[config.mk]
export PLATFORM = sky130hd
export DESIGN_NAME = aead_poly_sequencer_flat
export DESIGN_NICKNAME = d
export VERILOG_FILES = /design/src/rtl/aead_poly_sequencer_if.sv /design/src/rtl/aead_poly_sequencer.sv /design/src/flat_wrapper.sv
export SDC_FILE = /design/constraint.sdc
export NUM_CORES = 2
export LEC_CHECK = 0
export CORE_AREA = 2 2 404 406
export CTS_BUF_LIST = sky130_fd_sc_hd__clkbuf_4
export DETAILED_ROUTE_END_ITERATION = 7
export DIE_AREA = 0 0 406 408
export PLACE_DENSITY = 0.61
export SYNTH_ARGS = -nofsm -noshare
export SYNTH_HDL_FRONTEND = slang
export SYNTH_SLANG_ARGS = --single-unit
[constraint.sdc]
create_clock -name clk -period 26.1 [get_ports clk]
set_clock_uncertainty 0.15 [all_clocks]
set_input_delay 5.22 -clock clk [delete_from_list [all_inputs] [get_ports clk]]
set_output_delay 5.22 -clock clk [all_outputs]
set_load 0.01 [all_outputs]
[src/rtl/aead_poly_sequencer_if.sv]
// Block-stream and multiply/reduce engine bus for the Poly1305 sequencer.
// slave is the sequencer's view; master is the source/engine side.
interface aead_poly_sequencer_if;
    logic         blk_valid;
    logic [127:0] blk_data;
    logic         blk_ready;
    logic         eng_start;
    logic [129:0] eng_a;
    logic [127:0] eng_r;
    logic         eng_done;
    logic [129:0] eng_result;

    modport master (
        output blk_valid, blk_data, eng_done, eng_result,
        input  blk_ready, eng_start, eng_a, eng_r
    );

    modport slave (
        input  blk_valid, blk_data, eng_done, eng_result,
        output blk_ready, eng_start, eng_a, eng_r
    );
endinterface

[src/rtl/aead_poly_sequencer.sv]
// ChaCha20-Poly1305 MAC sequencer: pads AAD/CT blocks, appends the length block,
// drives a shared 130x128 multiply/reduce engine and forms the final tag.
module aead_poly_sequencer #(
    parameter int LEN_W = 64
) (
    input  logic             clk,
    input  logic             reset_n,
    input  logic             start,
    input  logic             abort,
    input  logic [127:0]     r_key,
    input  logic [127:0]     s_key,
    input  logic [LEN_W-1:0] aad_len,
    input  logic [LEN_W-1:0] ct_len,
    aead_poly_sequencer_if.slave bus,
    output logic             busy,
    output logic [127:0]     tag,
    output logic             tag_valid
);
    typedef enum logic [2:0] {IDLE, WAIT_BLK, ENG_REQ, ENG_WAIT, LEN_BLK, FINAL} state_t;
    typedef enum logic [1:0] {PH_AAD, PH_CT, PH_LEN} phase_t;

    localparam logic [127:0] R_CLAMP = 128'h0ffffffc_0ffffffc_0ffffffc_0fffffff;
    localparam logic [129:0] P1305   = 130'h3_ffffffff_ffffffff_ffffffff_fffffffb;

    state_t             state_reg;
    phase_t             phase_reg;
    logic [129:0]       acc_reg;
    logic [127:0]       r_reg;
    logic [127:0]       s_reg;
    logic [LEN_W-1:0]   aad_len_reg;
    logic [LEN_W-1:0]   ct_len_reg;
    logic [LEN_W-1:0]   aad_rem_reg;
    logic [LEN_W-1:0]   ct_rem_reg;
    logic               blk_ready_reg;
    logic               eng_start_reg;
    logic [129:0]       eng_a_reg;
    logic               busy_reg;
    logic [127:0]       tag_reg;
    logic               tag_valid_reg;

    logic [LEN_W-1:0]   rem_sel;
    logic [4:0]         take;
    logic [127:0]       masked;
    logic [127:0]       len_word;
    logic [127:0]       fold_src;
    logic [130:0]       fold_sum;
    logic [129:0]       fold_a;
    logic [127:0]       acc_red;
    logic               handshake;

    assign rem_sel   = (phase_reg == PH_AAD) ? aad_rem_reg : ct_rem_reg;
    assign take      = (rem_sel >= LEN_W'(16)) ? 5'd16 : rem_sel[4:0];
    assign handshake = bus.blk_valid && blk_ready_reg;

    // Bytes at or beyond the remaining count are zero-padded.
    for (genvar gi = 0; gi < 16; gi++) begin : g_mask
        assign masked[8*gi +: 8] = (5'(gi) < take) ? bus.blk_data[8*gi +: 8] : 8'h00;
    end

    assign len_word = {64'(ct_len_reg), 64'(aad_len_reg)};
    assign fold_src = (state_reg == LEN_BLK) ? len_word : masked;
    assign fold_sum = {1'b0, acc_reg} + {3'b001, fold_src};
    // A carry out of bit 130 is worth 2^130 == 5 (mod p).
    assign fold_a   = fold_sum[130] ? (fold_sum[129:0] + 130'd5) : fold_sum[129:0];
    assign acc_red  = (acc_reg >= P1305) ? (acc_reg[127:0] - P1305[127:0]) : acc_reg[127:0];

    always_ff @(posedge clk or negedge reset_n) begin
        if (!reset_n) begin
            state_reg     <= IDLE;
            phase_reg     <= PH_AAD;
            acc_reg       <= '0;
            r_reg         <= '0;
            s_reg         <= '0;
            aad_len_reg   <= '0;
            ct_len_reg    <= '0;
            aad_rem_reg   <= '0;
            ct_rem_reg    <= '0;
            blk_ready_reg <= 1'b0;
            eng_start_reg <= 1'b0;
            eng_a_reg     <= '0;
            busy_reg      <= 1'b0;
            tag_reg       <= '0;
            tag_valid_reg <= 1'b0;
        end else begin
            eng_start_reg <= 1'b0;
            tag_valid_reg <= 1'b0;
            if (abort) begin
                state_reg     <= IDLE;
                blk_ready_reg <= 1'b0;
                busy_reg      <= 1'b0;
            end else begin
                case (state_reg)
                    IDLE: begin
                        if (start) begin
                            r_reg       <= r_key & R_CLAMP;
                            s_reg       <= s_key;
                            aad_len_reg <= aad_len;
                            ct_len_reg  <= ct_len;
                            aad_rem_reg <= aad_len;
                            ct_rem_reg  <= ct_len;
                            acc_reg     <= '0;
                            busy_reg    <= 1'b1;
                            phase_reg   <= (aad_len == '0) ? PH_CT : PH_AAD;
                            if (aad_len == '0 && ct_len == '0) begin
                                state_reg <= LEN_BLK;
                            end else begin
                                state_reg     <= WAIT_BLK;
                                blk_ready_reg <= 1'b1;
                            end
                        end
                    end
                    WAIT_BLK: begin
                        if (handshake) begin
                            eng_a_reg <= fold_a;
                            if (phase_reg == PH_AAD) aad_rem_reg <= aad_rem_reg - LEN_W'(take);
                            else                     ct_rem_reg  <= ct_rem_reg - LEN_W'(take);
                            blk_ready_reg <= 1'b0;
                            eng_start_reg <= 1'b1;
                            state_reg     <= ENG_REQ;
                        end
                    end
                    LEN_BLK: begin
                        eng_a_reg     <= fold_a;
                        phase_reg     <= PH_LEN;
                        eng_start_reg <= 1'b1;
                        state_reg     <= ENG_REQ;
                    end
                    ENG_REQ: state_reg <= ENG_WAIT;
                    ENG_WAIT: begin
                        if (bus.eng_done) begin
                            acc_reg <= bus.eng_result;
                            if (phase_reg == PH_LEN) begin
                                state_reg <= FINAL;
                            end else if (phase_reg == PH_AAD && aad_rem_reg == '0) begin
                                phase_reg <= PH_CT;
                                if (ct_len_reg != '0) begin
                                    state_reg     <= WAIT_BLK;
                                    blk_ready_reg <= 1'b1;
                                end else begin
                                    state_reg <= LEN_BLK;
                                end
                            end else if (phase_reg == PH_CT && ct_rem_reg == '0) begin
                                state_reg <= LEN_BLK;
                            end else begin
                                state_reg     <= WAIT_BLK;
                                blk_ready_reg <= 1'b1;
                            end
                        end
                    end
                    FINAL: begin
                        tag_reg       <= acc_red + s_reg;
                        tag_valid_reg <= 1'b1;
                        busy_reg      <= 1'b0;
                        state_reg     <= IDLE;
                    end
                    default: state_reg <= IDLE;
                endcase
            end
        end
    end

    assign bus.blk_ready = blk_ready_reg;
    assign bus.eng_start = eng_start_reg;
    assign bus.eng_a     = eng_a_reg;
    assign bus.eng_r     = r_reg;
    assign busy          = busy_reg;
    assign tag           = tag_reg;
    assign tag_valid     = tag_valid_reg;
endmodule

[src/flat_wrapper.sv]
// flat-port wrapper written by rule: the top's interface ports become plain ports
module aead_poly_sequencer_flat 
#(
    parameter int LEN_W = 64
)
  (clk, reset_n, start, abort, r_key, s_key, aad_len, ct_len, busy, tag, tag_valid, bus_blk_valid, bus_blk_data, bus_eng_done, bus_eng_result, bus_blk_ready, bus_eng_start, bus_eng_a, bus_eng_r);
  aead_poly_sequencer_if bus_i ();
  input  logic clk;
  input  logic reset_n;
  input  logic start;
  input  logic abort;
  input  logic [127:0] r_key;
  input  logic [127:0] s_key;
  input  logic [LEN_W-1:0] aad_len;
  input  logic [LEN_W-1:0] ct_len;
  output logic busy;
  output logic [127:0] tag;
  output logic tag_valid;
  input wire logic [$bits(bus_i.blk_valid)-1:0] bus_blk_valid;
  input wire logic [$bits(bus_i.blk_data)-1:0] bus_blk_data;
  input wire logic [$bits(bus_i.eng_done)-1:0] bus_eng_done;
  input wire logic [$bits(bus_i.eng_result)-1:0] bus_eng_result;
  output wire logic [$bits(bus_i.blk_ready)-1:0] bus_blk_ready;
  output wire logic [$bits(bus_i.eng_start)-1:0] bus_eng_start;
  output wire logic [$bits(bus_i.eng_a)-1:0] bus_eng_a;
  output wire logic [$bits(bus_i.eng_r)-1:0] bus_eng_r;
  assign bus_i.blk_valid = bus_blk_valid;
  assign bus_i.blk_data = bus_blk_data;
  assign bus_i.eng_done = bus_eng_done;
  assign bus_i.eng_result = bus_eng_result;
  assign bus_blk_ready = bus_i.blk_ready;
  assign bus_eng_start = bus_i.eng_start;
  assign bus_eng_a = bus_i.eng_a;
  assign bus_eng_r = bus_i.eng_r;
  aead_poly_sequencer #(.LEN_W(LEN_W)) u_core (.clk(clk), .reset_n(reset_n), .start(start), .abort(abort), .r_key(r_key), .s_key(s_key), .aad_len(aad_len), .ct_len(ct_len), .bus(bus_i), .busy(busy), .tag(tag), .tag_valid(tag_valid));
endmodule
# == After elaboration in Yosys (flattened, before gate mapping) ==
# Cells that the tools add are included.
# classes
n_eq_ne,21
magnitude_cmp,18
bitwise,1
n_addsub,6
n_reduce_logical,27
n_mux,68
# op_table
operator,count
130-bit 2-to-1 mux,4
130-bit case mux with 2 select lines,2
64-bit 2-to-1 mux,7
64-bit logical NOT,4
128-bit 2-to-1 mux,2
64-bit case mux with 2 select lines,2
130-bit by 129-bit adder with 131-bit output,1
130-bit by 3-bit adder with 130-bit output (second input constant),1
130-bit >= comparator (second input constant),1
128-bit adder,1
8-bit 2-to-1 mux,16
128-bit subtractor (second input constant),1
64-bit by 5-bit subtractor with 64-bit output,2
64-bit by 5-bit >= comparator with 1-bit output (second input constant),1
64-bit nonzero test,1
4-bit by 5-bit less-than comparator with 1-bit output (first input constant),8
3-bit 2-to-1 mux,9
3-bit by 5-bit less-than comparator with 1-bit output (first input constant),4
1-bit 2-to-1 mux,16
3-bit case mux with 5 select lines,1
3-bit inequality test (second input constant),4
1-bit by 5-bit less-than comparator with 1-bit output (first input constant),2
2-bit by 5-bit less-than comparator with 1-bit output (first input constant),2
5-bit AND reduction,2
other kinds (27),47
# word_totals
output_inout_bits,390
wordCells,156
input_bits,648
regBits,887

# == Logic depth before layout (Yosys ltp) ==
# depth
ltp_word,12
ltp_mapped,30
mapped_depth_nobuf,26

# == Least setup slack after synthesis ==
# Ideal clock, no wire load.
# synth_path
path_kind,input -> register
from,input bus_blk_data[0]
to,"register u_core.eng_a_reg[122], in the netlist u_core.bus.eng_a[122]"
setup_time_ns,0.082
path_slack_ns,16.097
t_arrival_ns,9.771
cell_stages,16
path_cell_list,a22o_1 -> ha_1 -> fa_1 -> a211o_1 -> and2_1 -> o211ai_1 -> o211ai_4 -> a311oi_2 -> nand2_1 -> a311oi_2 -> o2111ai_2 -> or4_1 -> nor4_1 -> nand4_4 -> or4_1 -> a31oi_1
# synth_via
elab_chain_len,7
# synth_rtl
element,line,rtl
start: declaration,flat_wrapper.sv:20,input wire logic [$bits(bus_i.blk_data)-1:0] bus_blk_data;
8-bit 2-to-1 mux *,aead_poly_sequencer.sv:57,assign masked[8*gi +: 8] = (5'(gi) < take) ? bus.blk_data[8*gi +: 8] : 8'h00;
128-bit 2-to-1 mux *,aead_poly_sequencer.sv:61,assign fold_src = (state_reg == LEN_BLK) ? len_word : masked;
130-bit by 129-bit adder with 131-bit output *,aead_poly_sequencer.sv:62,"assign fold_sum = {1'b0, acc_reg} + {3'b001, fold_src};"
130-bit by 3-bit adder with 130-bit output,aead_poly_sequencer.sv:64,assign fold_a = fold_sum[130] ? (fold_sum[129:0] + 130'd5) : fold_sum[129:0];
130-bit 2-to-1 mux *,aead_poly_sequencer.sv:64,
130-bit 2-to-1 mux,aead_poly_sequencer.sv:113,if (handshake) begin
130-bit case mux with 2 select lines *,aead_poly_sequencer.sv:92,case (state_reg)
end signal: assignment,aead_poly_sequencer.sv:114,eng_a_reg <= fold_a;
end signal: assignment,aead_poly_sequencer.sv:123,eng_a_reg <= fold_a;
end: declaration,aead_poly_sequencer.sv:36,logic [129:0] eng_a_reg;
# Every way passes the cells marked *; elsewhere a longest branch is shown, timed or not. The select of a mux whose other input is x is not followed.
# A chain may end at the register's enable or synchronous reset.

# == Worst setup path in the final report ==
# layout_path
from,input bus_blk_data[60]
to,"register u_core.eng_a_reg[122], in the netlist u_core.bus.eng_a[122]"
# The elaborated chain is that of the path after synthesis.

==> metrics.txt <==
first drt pass iteration count 6; Peak supply drop ~0.000063 V; slew margin rel. 13.8%; Mapped Cells approximately 7000; clk root buf clkbuf_4; Max Cap Viol 0; routed len/inst between 30 and 40 um; CP Class input pin to flop; Max Fclk roughly 85 MHz; CTS Buffer Depth 4; most common cell after layout, fill and taps aside clkdlybuf4s50_1; Area Growth Syn to Fin 24.3%; Die ar. 0.166 sq mm; Setup crit end kind flop; gpl congestion slightly above 1; Nets between 9000 and 10000; Worst Path Max Fanout 10; first-pass GRT wire length about 450000 um; commonest non-fill, non-tap cells in the layout clkdlybuf4s50_1, dfrtp_1, nand2_1; ordered cell list for the critical path clkdlybuf4s50_1 -> nand2_1 -> o21ai_0 -> ha_1 -> nand4_1 -> nor4_1 -> nand2_1 -> a2111oi_2 -> o21ai_0 -> a211oi_1 -> nand4_1 -> or4_1 -> nor4_1 -> nand4_4 -> or4_1 -> a31oi_1; ys flop type dfrtp_1; Die Y just over 400 um; Worst EP required roughly 27000 ps; EDFF count, synth 0; Design Power a little under 5 mW; Via Count between 60000 and 70000; Clock Sinks approximately 900; period utilization 45.1%; sequential area share after synthesis 35.9%; combinational fraction of design power about a third; routed wire length about 320000 um; worst hold path type flop to flop; Clock power frac between 20% and 30%; Congestion Overflow GR 0; CTS tree yes; layout cell share with drive strength beyond 1 11.7%; setup violators final 0; syn_area_per_cell slightly below 9 sq um; Detailed Place HPWL about 260000 um; synth warn 0; area of the core 0.162 sq mm; IO buf count between 900 and 1000; Synth Register Bits 887; initial core utilization 38.2%; ys async rst share between 90% and 100%; P_sw approximately 1.8 mW; Tmin final roughly 12000 ps; Final Hold Viols 0; initial antenna violation count 66; P_leak about 32 nW; Cell Pwr Density roughly 64 mW/mm^2; Die X between 400 and 500 um; worst path arrival time around 13000 ps; Sequential Power Share roughly 40%; Final Max Tran Viols 0; DRC violations left 0; # rows roughly 150; I/O pin count 1038; Post-CTS Setup Inserts 0; status complete, no violations; CTS clock-pin slew for the worst setup and hold paths about 60 ps; worst stage delay on the critical path roughly 980 ps; GRT Util Overall 37.9%; cts hold-fix bufs 0; post-layout util roughly 47%; Slowest-stage cell, CP o21ai_0; Yosys cell types between 100 and 150; vias in the first global route ~62000; Mapped Area roughly 0.062 sq mm; post-cts sizing count 0; Vias/cell roughly 6.2; FF-to-FF setup slack ~14000 ps; largest net degree at the start of global routing between 150 and 200; H-Tree Depth 5; DR iter-0 viols just over 6000; Clock Latency Late Sink about 1400 ps; TritonCTS buffer count 280; post-route ant nets 0; Int Pwr 3.12 mW; Worst Max-Slew Pin Slew 1290 ps; unrepaired setup endpoints after global routing no; Worst Setup Start Kind input pin; sw frac between 30% and 40%; setup TNS 0 ps
==> path summary, 6_finish.rpt <==
kind | start | to | cells past startpoint
max reg2reg | u_core.ct_rem_reg[6] | u_core.bus.eng_a[119] | 27
min in group asynchronous | reset_n | u_core.s_reg[41] | 1
min | u_core.ct_rem_reg[23] | u_core.ct_rem_reg[23] | 2
min reg2reg | u_core.ct_rem_reg[23] | u_core.ct_rem_reg[23] | 2
max in group asynchronous | reset_n | u_core.bus.eng_a[28] | 5
max | bus_blk_data[60] | u_core.bus.eng_a[122] | 16
==> cell usage after synthesis, drive strengths merged, types with 16 or more instances <==
library cell	number	area (sq um)
buf	99	622
a22o	244	2140
nor2b	158	988
dfrtp	887	22200
mux2	378	4260
a21o	132	991
nand2	787	2950
a21oi	592	2990
nor3	181	932
o21a	41	308
o31ai	41	313
nor2	496	1860
ha	267	3340
a22oi	29	218
and3	44	275
xor2	120	1050
nand4	239	1540
a211oi	56	448
nand3	157	801
a221oi	21	196
and4	35	307
a21boi	19	143
or4	36	278
o2111ai	16	153
inv	107	402
and2	49	307
o21bai	61	458
a211o	16	140
xnor2	182	1590
a31oi	55	350
o21ai	672	3370
clkbuf	314	1180
nor4	156	1020
o211ai	50	394
nand2b	24	150
o22ai	26	163
or3	78	488
or2	30	188
==> through the flow <==
step | setup WS [ps] | instances | instance area, sq um | hold slack, ps
global route | 13990 | 10500 | 76800 | 351
floorplan | 16100 | 7153 | 61800 | 292
detailed placement | 13300 | 9993 | 73400 | 312
CTS | 14700 | 10400 | 76700 | 326
global placement | 13260 | 9993 | 73400 | 307
finish | 14320 | 10500 | 76800 | 324
==> metal layers <==
| layer | part of all wire (%) | wire [um] | track usage, % | vias up |
|---|---|---|---|---|
| met3 | 8.3 | 26700 | 8.24 | 751 |
| met1 | 41 | 132000 | 49.2 | 31900 |
| met2 | 44 | 144000 | 58.1 | 3218 |
| met5 | 0.053 | 172 | 0 | - |
| li1 | - | - | - | 28600 |
| met4 | 6.3 | 20200 | 21.5 | 28 |
==> logic make-up (layout without fill, tap and decap cells) <==
family / Yosys count / in the layout / share of synthesized area (%)
simple gates: 2539 / 2539 / 20.6
compound gates: 2220 / 2220 / 23.0
mux: 392 / 392 / 7.12
buf+inv: 520 / 1631 / 3.57
other cells: 1 / 62 / 0.00607
fa+ha+maj: 271 / 271 / 5.54
xor+xnor: 302 / 302 / 4.28
flops: 887 / 887 / 35.9
==> layout make-up <==
class / instances / area (sq um)
Clock inverter: 54 / 313
Tap cell: 2175 / 2720
Sequential cell: 887 / 22200
Clock buffer: 392 / 2940
Inverter: 107 / 402
Antenna cell: 40 / 100
Fill cell: 16000 / 84900
Multi-Input combinational cell: 5746 / 37500
Timing Repair Buffer: 1078 / 10600
==> power by group through the flow <==
stage                     clock network (mW)  registers, mW  logic (mW)
after floorplan                            0           1.94       0.790
after global placement                     0           1.98        1.55
after detailed placement                   0           1.99        1.57
after CTS                               1.41           1.97        1.58
after global routing                    1.48           2.01        1.71
final                                   1.38           1.98        1.59
==> worst max-delay path: cells and delay by family <==
family	cells	cell delay (ps)
compound gates	5	2750
fa+ha+maj	1	580
buf+inv	1	620
simple gates	9	3680
No activity file was read; power rests on OpenSTA's default activity.
